[config.mk]
export PLATFORM = sky130hd
export DESIGN_NAME = dec_scan_flat
export DESIGN_NICKNAME = d
export VERILOG_FILES = /design/src/rtl/dec_scan_if.sv /design/src/rtl/dec_scan.sv /design/src/flat_wrapper.sv
export SDC_FILE = /design/constraint.sdc
export NUM_CORES = 1
export LEC_CHECK = 0
export CORE_AREA = 3 3 41 62
export DETAILED_ROUTE_END_ITERATION = 12
export DIE_AREA = 0 0 44 65
export GPL_ROUTABILITY_DRIVEN = 1
export SLEW_MARGIN = 10
export SYNTH_ARGS = -nofsm -noshare
export SYNTH_HDL_FRONTEND = slang
export SYNTH_SLANG_ARGS = --single-unit
[constraint.sdc]
create_clock -name clk -period 3.64 [get_ports clk]
set_input_delay 0.91 -clock clk [delete_from_list [all_inputs] [get_ports clk]]
set_output_delay 0.91 -clock clk [all_outputs]
set_load 0.02 [all_outputs]
[src/rtl/dec_scan_if.sv]
// Bus bundle for dec_scan: enable/mode/address in, registered one-hot strobe and scan status out.
interface dec_scan_if #(
  parameter int unsigned N = 3
);
  logic              E;
  logic              mode;
  logic [N-1:0]      A;
  logic [(1<<N)-1:0] Y;
  logic [N-1:0]      idx;
  logic              wrap;

  modport master (output E, mode, A, input Y, idx, wrap);
  modport slave  (input E, mode, A, output Y, idx, wrap);
endinterface

[src/rtl/dec_scan.sv]
// Registered N-to-2^N one-hot decoder with an auto-scan mode that strobes every line
// for DWELL enabled clocks in turn.
module dec_scan #(
  parameter int unsigned N     = 3,
  parameter int unsigned DWELL = 4
) (
  input  logic     clk,
  input  logic     rst_n,
  dec_scan_if.slave bus
);
  localparam int unsigned W    = 1 << N;
  localparam int unsigned CntW = (DWELL > 1) ? $clog2(DWELL) : 1;
  localparam logic [CntW-1:0] CntMax = CntW'(DWELL - 1);

  typedef enum logic {StAddr, StScan} state_e;

  state_e          r_state, w_state;
  logic [N-1:0]    r_idx, w_idx;
  logic [CntW-1:0] r_cnt, w_cnt;
  logic [W-1:0]    r_y, w_y;
  logic            r_wrap, w_wrap;

  always_ff @(posedge clk) begin
    if (!rst_n) begin
      r_state <= StAddr;
      r_idx   <= '0;
      r_cnt   <= '0;
      r_y     <= '0;
      r_wrap  <= 1'b0;
    end else begin
      r_state <= w_state;
      r_idx   <= w_idx;
      r_cnt   <= w_cnt;
      r_y     <= w_y;
      r_wrap  <= w_wrap;
    end
  end

  always_comb begin
    w_state = bus.mode ? StScan : StAddr;
    w_idx   = r_idx;
    w_cnt   = r_cnt;
    w_wrap  = 1'b0;
    if (!bus.mode) begin
      w_idx = bus.A;
      w_cnt = '0;
    end else if (r_state == StAddr) begin
      // Entry edge is the first dwell cycle of the current index.
      w_cnt = '0;
    end else if (bus.E) begin
      if (r_cnt == CntMax) begin
        w_cnt  = '0;
        w_idx  = r_idx + 1'b1;
        w_wrap = (r_idx == {N{1'b1}});
      end else begin
        w_cnt = r_cnt + 1'b1;
      end
    end
    w_y = bus.E ? (W'(1) << w_idx) : '0;
  end

  assign bus.Y    = r_y;
  assign bus.idx  = r_idx;
  assign bus.wrap = r_wrap;
endmodule

[src/flat_wrapper.sv]
// flat-port wrapper written by rule: the top's interface ports become plain ports
module dec_scan_flat 
#(
  parameter int unsigned N     = 3,
  parameter int unsigned DWELL = 4
)
  (clk, rst_n, bus_E, bus_mode, bus_A, bus_Y, bus_idx, bus_wrap);
  dec_scan_if #(.N(N)) bus_i ();
  input  logic clk;
  input  logic rst_n;
  input wire logic [$bits(bus_i.E)-1:0] bus_E;
  input wire logic [$bits(bus_i.mode)-1:0] bus_mode;
  input wire logic [$bits(bus_i.A)-1:0] bus_A;
  output wire logic [$bits(bus_i.Y)-1:0] bus_Y;
  output wire logic [$bits(bus_i.idx)-1:0] bus_idx;
  output wire logic [$bits(bus_i.wrap)-1:0] bus_wrap;
  assign bus_i.E = bus_E;
  assign bus_i.mode = bus_mode;
  assign bus_i.A = bus_A;
  assign bus_Y = bus_i.Y;
  assign bus_idx = bus_i.idx;
  assign bus_wrap = bus_i.wrap;
  dec_scan #(.N(N), .DWELL(DWELL)) u_core (.clk(clk), .rst_n(rst_n), .bus(bus_i));
endmodule
Word level (Yosys, flattened, before mapping)
Cells that the tools add are included.

word-level totals
  bits in registers = 15
  bits of input ports = 7
  output and inout port bits = 12
  logic and storage cells = 19

operators by class
  add/sub/neg operators = 2
  eq/ne operators = 2
  shifts and indexed selects = 1
  multiplexer cells = 6
  reduce and logical (&&, ||, !) cells = 3

operator list
  cell                                                                count
  3-bit 2-to-1 mux                                                    4
  1-bit by 3-bit left shift with 8-bit output (first input constant)  1
  5-bit AND reduction                                                 1
  3-bit by 1-bit adder with 3-bit output (second input constant)      1
  3-bit == test (second input constant)                               1
  3-bit AND reduction                                                 1
  2-bit by 1-bit adder with 2-bit output (second input constant)      1
  2-bit == test (second input constant)                               1
  2-bit 2-to-1 mux                                                    1
  2-bit AND reduction                                                 1
  1-bit 2-to-1 mux                                                    1

Longest topological paths before layout
Gate-level depths: netlist (run 1).

  word-level depth = 6
  depth in mapped cells = 6
  depth with buffers taken out = 6

Worst setup path before layout (run 1)
OpenSTA, ideal clock, no wires.

  path kind = in2reg
  start = in bus_E
  end = reg u_core.r_y[5], in the netlist u_core.bus.Y[5]
  library setup time = 78 ps
  data arrival time = 1815 ps
  required time = 3562 ps
  slack = 1747 ps
  stages on the path = 5
  cell sequence = buf_4 -> and4_1 -> a211oi_2 -> or3_4 -> nor3_1

between the ends
  longest elaborated chain between the ends = 4
  elaborated cells on any way between the ends = 5
  those cells by class = 1 x shift; 3 x mux; 1 x reduce/logical

RTL lines
  element                                      line                source
  from (decl)                                  flat_wrapper.sv:11  input wire logic [$bits(bus_i.E)-1:0] bus_E;
  3-bit 2-to-1 mux                             dec_scan.sv:50      end else if (bus.E) begin
  3-bit 2-to-1 mux                             dec_scan.sv:47      end else if (r_state == StAddr) begin
  3-bit 2-to-1 mux                             dec_scan.sv:44      if (!bus.mode) begin
  1-bit by 3-bit left shift with 8-bit output  dec_scan.sv:59      w_y = bus.E ? (W'(1) << w_idx) : '0;
  to (signal assigned)                         dec_scan.sv:34      r_y <= w_y;
  to (decl)                                    dec_scan.sv:20      logic [W-1:0] r_y, w_y;

Parallel ways exist; a longest one is shown, timed or not.
A chain may end at the register's enable or synchronous reset.

Worst setup path after layout (run 1)
  start = reg u_core.r_idx[0], in the netlist u_core.bus.idx[0]
  end = out bus_idx[0]

RTL lines
  element                 line                source
  from (decl)             dec_scan.sv:18      logic [N-1:0] r_idx, w_idx;
  from (signal assigned)  dec_scan.sv:32      r_idx <= w_idx;
  to (decl)               flat_wrapper.sv:15  output wire logic [$bits(bus_i.idx)-1:0] bus_idx;

No word-level cell between the ends.

==> flow_summary.yaml, run 1 <==
outcome:
  status: "finished, final reports clean"
critical_path:
  reg2reg_to: "u_core.bus.Y[7]$_SDFF_PN0_"
  worstRegToRegCells: 6
  cp_data_arrival_time_ns: 1.29
  worstSetupStartpoint: "u_core.bus.idx[0]$_SDFF_PN0_"
  cpMaxStageDelayCell: "sky130_fd_sc_hd__clkdlybuf4s50_1"
  worstPathCellList: "clkdlybuf4s50_1"
  crit_buf_inv: 1
  timing.critical_path.max_delay_family: "buffers and inverters"
  r2r_setup_slack_ns: 1.90
  worstPathMaxFanout: 4
  critical_path_class: "flip-flop to primary output"
  timing.critical_path.required_ns: 2.73
  reg2reg_from: "u_core.bus.idx[0]$_SDFF_PN0_"
  crit_path_max_incr_delay_ns: 0.62
  capturing_element_type_of_the_critical_path: "primary output"
  crit_path_start_kind: "flip-flop"
synthesis:
  post_synth_instance_area_um2: 606
  yosysWarnings: 0
  syn_inst: 60
  ys_top_cells_by_area: "sky130_fd_sc_hd__dfxtp_1, sky130_fd_sc_hd__ha_1, sky130_fd_sc_hd__nor3_1"
  synth.top_cell.area_share_pct: 49.6
  mappedNetlistNets: 71
  synth-seq-area-share_pct: 49.6
  synth.ff_latch_count: 15
  post-synth-top-area-cell: "sky130_fd_sc_hd__dfxtp_1"
  yosysUniqueCellTypes: 24
  synth_area_per_cell_um2: 10.1
power_and_ir_drop:
  power_density_mw_per_mm2: 372
  leakage_nw: 0.338
  vdd_drop_max_uv: 202
die:
  die_y_um: 65
  start_util_pct: 29.5
  fp.dieArea_mm2: 0.00286
  fp.dieW_um: 44
  io-pin-count: 19
  core.rowCount: 20
  core_footprint_mm2: 0.00205
clocking:
  cts_setup_buffers: 0
  clkTransAtPathRegs_ns: 0.09
  clock_root_buffer: "sky130_fd_sc_hd__clkbuf_4"
  post_cts_resize_count: 0
  max-clock-path-buffers: 2
  worstSkewPairLatency_ns: 0.28
  cts_tree: "built"
  clock_sink_count: 15
  htree_levels: 1
  cts.hold.buffers_added: 0
  numCtsBuffers: 3
cells_and_area:
  register_area_um2: 300
  finish.cell_count_without_fillers: 102
  share_of_cells_above_drive_strength_1_pct: 10.0
  utilization_of_the_core_after_routing_pct: 40.4
  multiInputGateArea_um2: 283
  layout_commonest_cell: "sky130_fd_sc_hd__clkdlybuf4s50_1"
  layout_common_cells: "sky130_fd_sc_hd__clkdlybuf4s50_1, sky130_fd_sc_hd__dfxtp_1, sky130_fd_sc_hd__nor3_1"
  flow.area_growth_from_synthesis_pct: 37.0
  fillCellCount: 219
  final_net_count: 92
  antenna_cells: 0
  finalInstanceArea_um2: 830
sta:
  finalCritPeriodShare_pct: 60.5
  finalSetupViolations: 0
  post-route-min-period_ns: 2.20
  setup_repair_after_global_routing_missed_its_margin: "false"
  slew_headroom_pct: 72.9
  timing.fmax_ghz: 0.454
  slew_violations: 0
  finalSetupTns_ns: 0
  clock_skew_ns: 0.000614
  worst_pin_slew_ns: 0.402
  timing_hold_violations_final: 0
worst_hold_path:
  class_of_the_tightest_hold_or_removal_check: "flip-flop to flip-flop"
  count_of_cells_along_the_worst_hold_path: 2
  hold_end: "u_core.bus.wrap$_SDFF_PN0_"
  worst_hold_startpoint: "u_core.r_state$_SDFF_PN0_"
global_routing:
  pin_count_of_the_biggest_net_entering_global_routing: 10
  grt_usage_pct: 10.0
  global_route.overflow_total: 0
  grt_antenna_before_repair: 0
  grt_pass1_wl_mm: 2.04
  grt_pass1_vias: 483
detailed_routing:
  route.detailed.drc: 0
  wl_mm: 1.18
  ant_nets: 0
  wire_per_inst_um: 11.6
  vias: 492
  detail_route.iter0.violations: 4
  drt_pre_antenna_iters: 2
  avgViaCountPerCell: 4.82
placed_design:
  place.gp.congestion: 0.767
  placedInstanceArea_um2: 802
  dp_cells: 98
  port_buffers: 18
flow_run:
  maxCapViolations: 0
[state kept, by name, indices dropped and copies added (netlist names)]
name / cells
u_core.bus.Y: 8
u_core.bus.idx: 3
u_core.bus.wrap: 1
u_core.r_cnt: 2
u_core.r_state: 1
[area by class of cell]
class                      instances  share of cell area, %
sequential                        15                   36.2
clock buffer                       3                   2.71
tap                               22                   3.32
multi-input combinational         40                   34.1
inverter                           3                   1.36
clock inverter                     1                  0.603
timing repair buffer              18                   21.7
[cell usage after synthesis]
cell type / instances
sky130_fd_sc_hd__nor2_1: 5
sky130_fd_sc_hd__and4_1: 1
sky130_fd_sc_hd__o21bai_1: 1
sky130_fd_sc_hd__dfxtp_1: 15
sky130_fd_sc_hd__ha_1: 4
sky130_fd_sc_hd__o32a_1: 1
sky130_fd_sc_hd__inv_1: 3
sky130_fd_sc_hd__clkbuf_1: 1
sky130_fd_sc_hd__nor3_1: 8
sky130_fd_sc_hd__and4_2: 1
sky130_fd_sc_hd__buf_4: 1
sky130_fd_sc_hd__o21ai_0: 1
sky130_fd_sc_hd__a211oi_2: 1
sky130_fd_sc_hd__o21a_1: 1
sky130_fd_sc_hd__o21ai_1: 1
sky130_fd_sc_hd__nand3_1: 2
sky130_fd_sc_hd__nor3b_1: 1
sky130_fd_sc_hd__mux2i_1: 3
sky130_fd_sc_hd__a31oi_1: 1
sky130_fd_sc_hd__nand2_1: 2
sky130_fd_sc_hd__a21oi_1: 1
sky130_fd_sc_hd__or3_4: 1
sky130_fd_sc_hd__and2_1: 3
sky130_fd_sc_hd__mux2_2: 1
[power by group]
group          leakage, nW  internal (mW)  switching, mW
combinational        0.198         0.0214         0.0214
sequential           0.122          0.169        0.00333
clock               0.0177         0.0408         0.0525
[logic make-up after synthesis]
group,count (synthesis),share of synthesized area [%]
compound gates,8,9.71
mux,4,6.82
buf+inv,5,3.72
fa+ha+maj,4,8.26
flops,15,49.6
simple gates,24,21.9
[how the worst max path moves through the flow]
stage               slack [ns]  cells after the start                         end
floorplan                 1.75                      5  u_core.bus.Y[5]$_SDFF_PN0_
global placement          1.12                      5  u_core.bus.Y[7]$_SDFF_PN0_
detailed placement        1.13                      5  u_core.bus.Y[7]$_SDFF_PN0_
CTS                       1.42                      1                  bus_idx[0]
global route              1.27                      5  u_core.bus.Y[5]$_SDFF_PN0_
finish                    1.44                      1                  bus_idx[0]
[layer usage]
metal | track usage, % | up-vias | share of wire, % | wire [um]
met4 | 7.92 | 0 | 3.6 | 43
met5 | 0 | - | 0 | 0
li1 | - | 253 | - | -
met2 | 15.9 | 15 | 50 | 594
met3 | 3.61 | 5 | 6.4 | 76
met1 | 10.2 | 219 | 40 | 467
[metrics by stage]
stage          hold slack (ns)  total power, mW  setup WS [ns]
3_5_place_dp             0.540            0.220           1.13
4_1_cts                  0.558            0.315           1.42
3_3_place_gp             0.529            0.219           1.12
2_1_floorplan            0.489            0.201           1.75
5_1_grt                  0.578            0.326           1.27
6_report                 0.544            0.308           1.44
(Power assumes the default switching activity.)
==> run 2, diff against run 1 <==
Clock period 3.64 ns to 2.2 ns, I/O delays scaled along.
==> run 2 against run 1 <==
Net effect: global-route usage decreased by 0.061 points; count of clock-buffer cells in the layout is 1 higher; clock power up 60%; first-iteration DRC count stayed put; setup slack lost 1.1 ns; combinational power rose by 70%; via count grew 1.0%; wire length up 0.42%; critical path depth unchanged; cell area increased by 0.75%; largest cell class unchanged; largest power group unchanged.
==> flow_summary.yaml, run 2 (synthesis gave the netlist of run 1 again) <==
clocking:
  post_cts_resize_count: 0
  clock_sink_count: 15
  clock_root_buffer: "sky130_fd_sc_hd__clkbuf_4"
  htree_levels: 1
  cts_tree: "built"
  numCtsBuffers: 3
  max-clock-path-buffers: 2
  worstSkewPairLatency_ns: 0.28
  clkTransAtPathRegs_ns: 0.08
  cts.hold.buffers_added: 0
  cts_setup_buffers: 0
cells_and_area:
  finish.cell_count_without_fillers: 103
  max_reg_flops: 8
  final_net_count: 93
  finalInstanceArea_um2: 836
  layout_commonest_cell: "sky130_fd_sc_hd__clkdlybuf4s50_1"
  utilization_of_the_core_after_routing_pct: 40.7
  flow.area_growth_from_synthesis_pct: 38.0
  antenna_cells: 0
  share_of_cells_above_drive_strength_1_pct: 9.88
  layout_common_cells: "sky130_fd_sc_hd__clkdlybuf4s50_1, sky130_fd_sc_hd__dfxtp_1, sky130_fd_sc_hd__nor3_1"
die:
  core.rowCount: 20
  fp.dieW_um: 44
  fp.dieArea_mm2: 0.00286
  core_footprint_mm2: 0.00205
  start_util_pct: 29.5
  io-pin-count: 19
  die_y_um: 65
global_routing:
  global_route.peak_usage_layer: "met2"
  grt_usage_pct: 9.96
  pin_count_of_the_biggest_net_entering_global_routing: 10
  grt_pass1_wl_mm: 2.06
  global_route.overflow_total: 0
  grt_util_met3_pct: 2.50
  grt_pass1_vias: 474
  gr-usage-met2_pct: 15.7
  grt_antenna_before_repair: 0
  gr-usage-met1_pct: 10.8
power_and_ir_drop:
  leakage_nw: 0.340
  vdd_drop_max_uv: 351
  power_density_mw_per_mm2: 607
  p_total_mw: 0.507
sta:
  slew_violations: 0
  timing.fmax_ghz: 0.548
  slew_headroom_pct: 70.9
  finalCritPeriodShare_pct: 83.0
  worst_pin_slew_ns: 0.432
  finalSetupViolations: 0
  setup_repair_after_global_routing_missed_its_margin: "false"
  finalSetupTns_ns: 0
  timing_hold_violations_final: 0
  clock_skew_ns: 0.00363
  post-route-min-period_ns: 1.83
detailed_routing:
  detail_route.iter0.violations: 4
  vias: 497
  drt_pre_antenna_iters: 4
  avgViaCountPerCell: 4.83
  ant_nets: 0
  wire_per_inst_um: 11.5
  route.detailed.drc: 0
  wl_mm: 1.19
critical_path:
  crit_path_start_kind: "flip-flop"
  cp_data_arrival_time_ns: 1.28
  capturing_element_type_of_the_critical_path: "primary output"
  timing.critical_path.max_delay_family: "buffers and inverters"
  crit_path_max_incr_delay_ns: 0.62
  worstPathMaxFanout: 4
  worstPathCellList: "clkdlybuf4s50_1"
  cpMaxStageDelayCell: "sky130_fd_sc_hd__clkdlybuf4s50_1"
  crit_buf_inv: 1
  timing.critical_path.required_ns: 1.65
  critical_path_class: "flip-flop to primary output"
placed_design:
  placedInstanceArea_um2: 810
  post-dp-hpwl_um: 992
  dp_cells: 99
  port_buffers: 18
  place.gp.congestion: 0.781
flow_run:
  maxCapViolations: 0
worst_hold_path:
  class_of_the_tightest_hold_or_removal_check: "flip-flop to flip-flop"
outcome:
  status: "finished, final reports clean"
==> run 2: cell count changes in the layout (fill, tap and decap cells not counted), sizes merged <==
cell    delta
buf        +1
clkbuf     +1
clkinv     -1
==> run 2: path summary, 6_finish.rpt <==
kind	start	to	slack (ns)	cells after the start
max	u_core.bus.idx[0]$_SDFF_PN0_	bus_idx[0]	0.37	1
min	u_core.r_state$_SDFF_PN0_	u_core.bus.wrap$_SDFF_PN0_	0.54	2
max reg2reg	u_core.bus.idx[0]$_SDFF_PN0_	u_core.bus.Y[7]$_SDFF_PN0_	0.47	6
min reg2reg	u_core.r_state$_SDFF_PN0_	u_core.bus.wrap$_SDFF_PN0_	0.54	2
==> run 2: stage by stage <==
| step | hold WS (ns) | worst slack (ns) |
|---|---|---|
| 3_5_place_dp | 0.531 | 0.128 |
| 4_1_cts | 0.545 | 0.354 |
| 6_report | 0.538 | 0.374 |
| 2_1_floorplan | 0.489 | 0.472 |
| 5_1_grt | 0.582 | 0.267 |
| 3_3_place_gp | 0.515 | 0.114 |
==> run 2: where the power goes <==
group / switching [mW] / internal (mW) / leakage, nW / total (mW)
clock network: 0.0791 / 0.0703 / 0.0150 / 0.149
registers: 0.00549 / 0.280 / 0.122 / 0.285
logic: 0.0360 / 0.0366 / 0.202 / 0.0726
total: 0.121 / 0.386 / 0.340 / 0.507
==> run 2: cell type report <==
type	count	area, um2
multi-input cells	40	283
well taps	22	27.5
fillers	218	1220
inverters	3	11.3
flip-flops and latches	15	300
repair buffers	19	188
clock buffers	4	26.3
==> run 2: tightest hold or removal path, cell delays in order (launching register included) <==
cell and delay [ns]:
sky130_fd_sc_hd__dfxtp_1 0.34, sky130_fd_sc_hd__nand2_1 0.11, sky130_fd_sc_hd__nor2_1 0.05
==> run 2: metal layers <==
layer | vias to the layer above | part of all wire, % | routed length (um)
met4 | 0 | 3.4 | 40
met3 | 5 | 7.2 | 85
li1 | 254 | - | -
met2 | 15 | 51 | 607
met1 | 223 | 38 | 453
met5 | - | 0 | 0
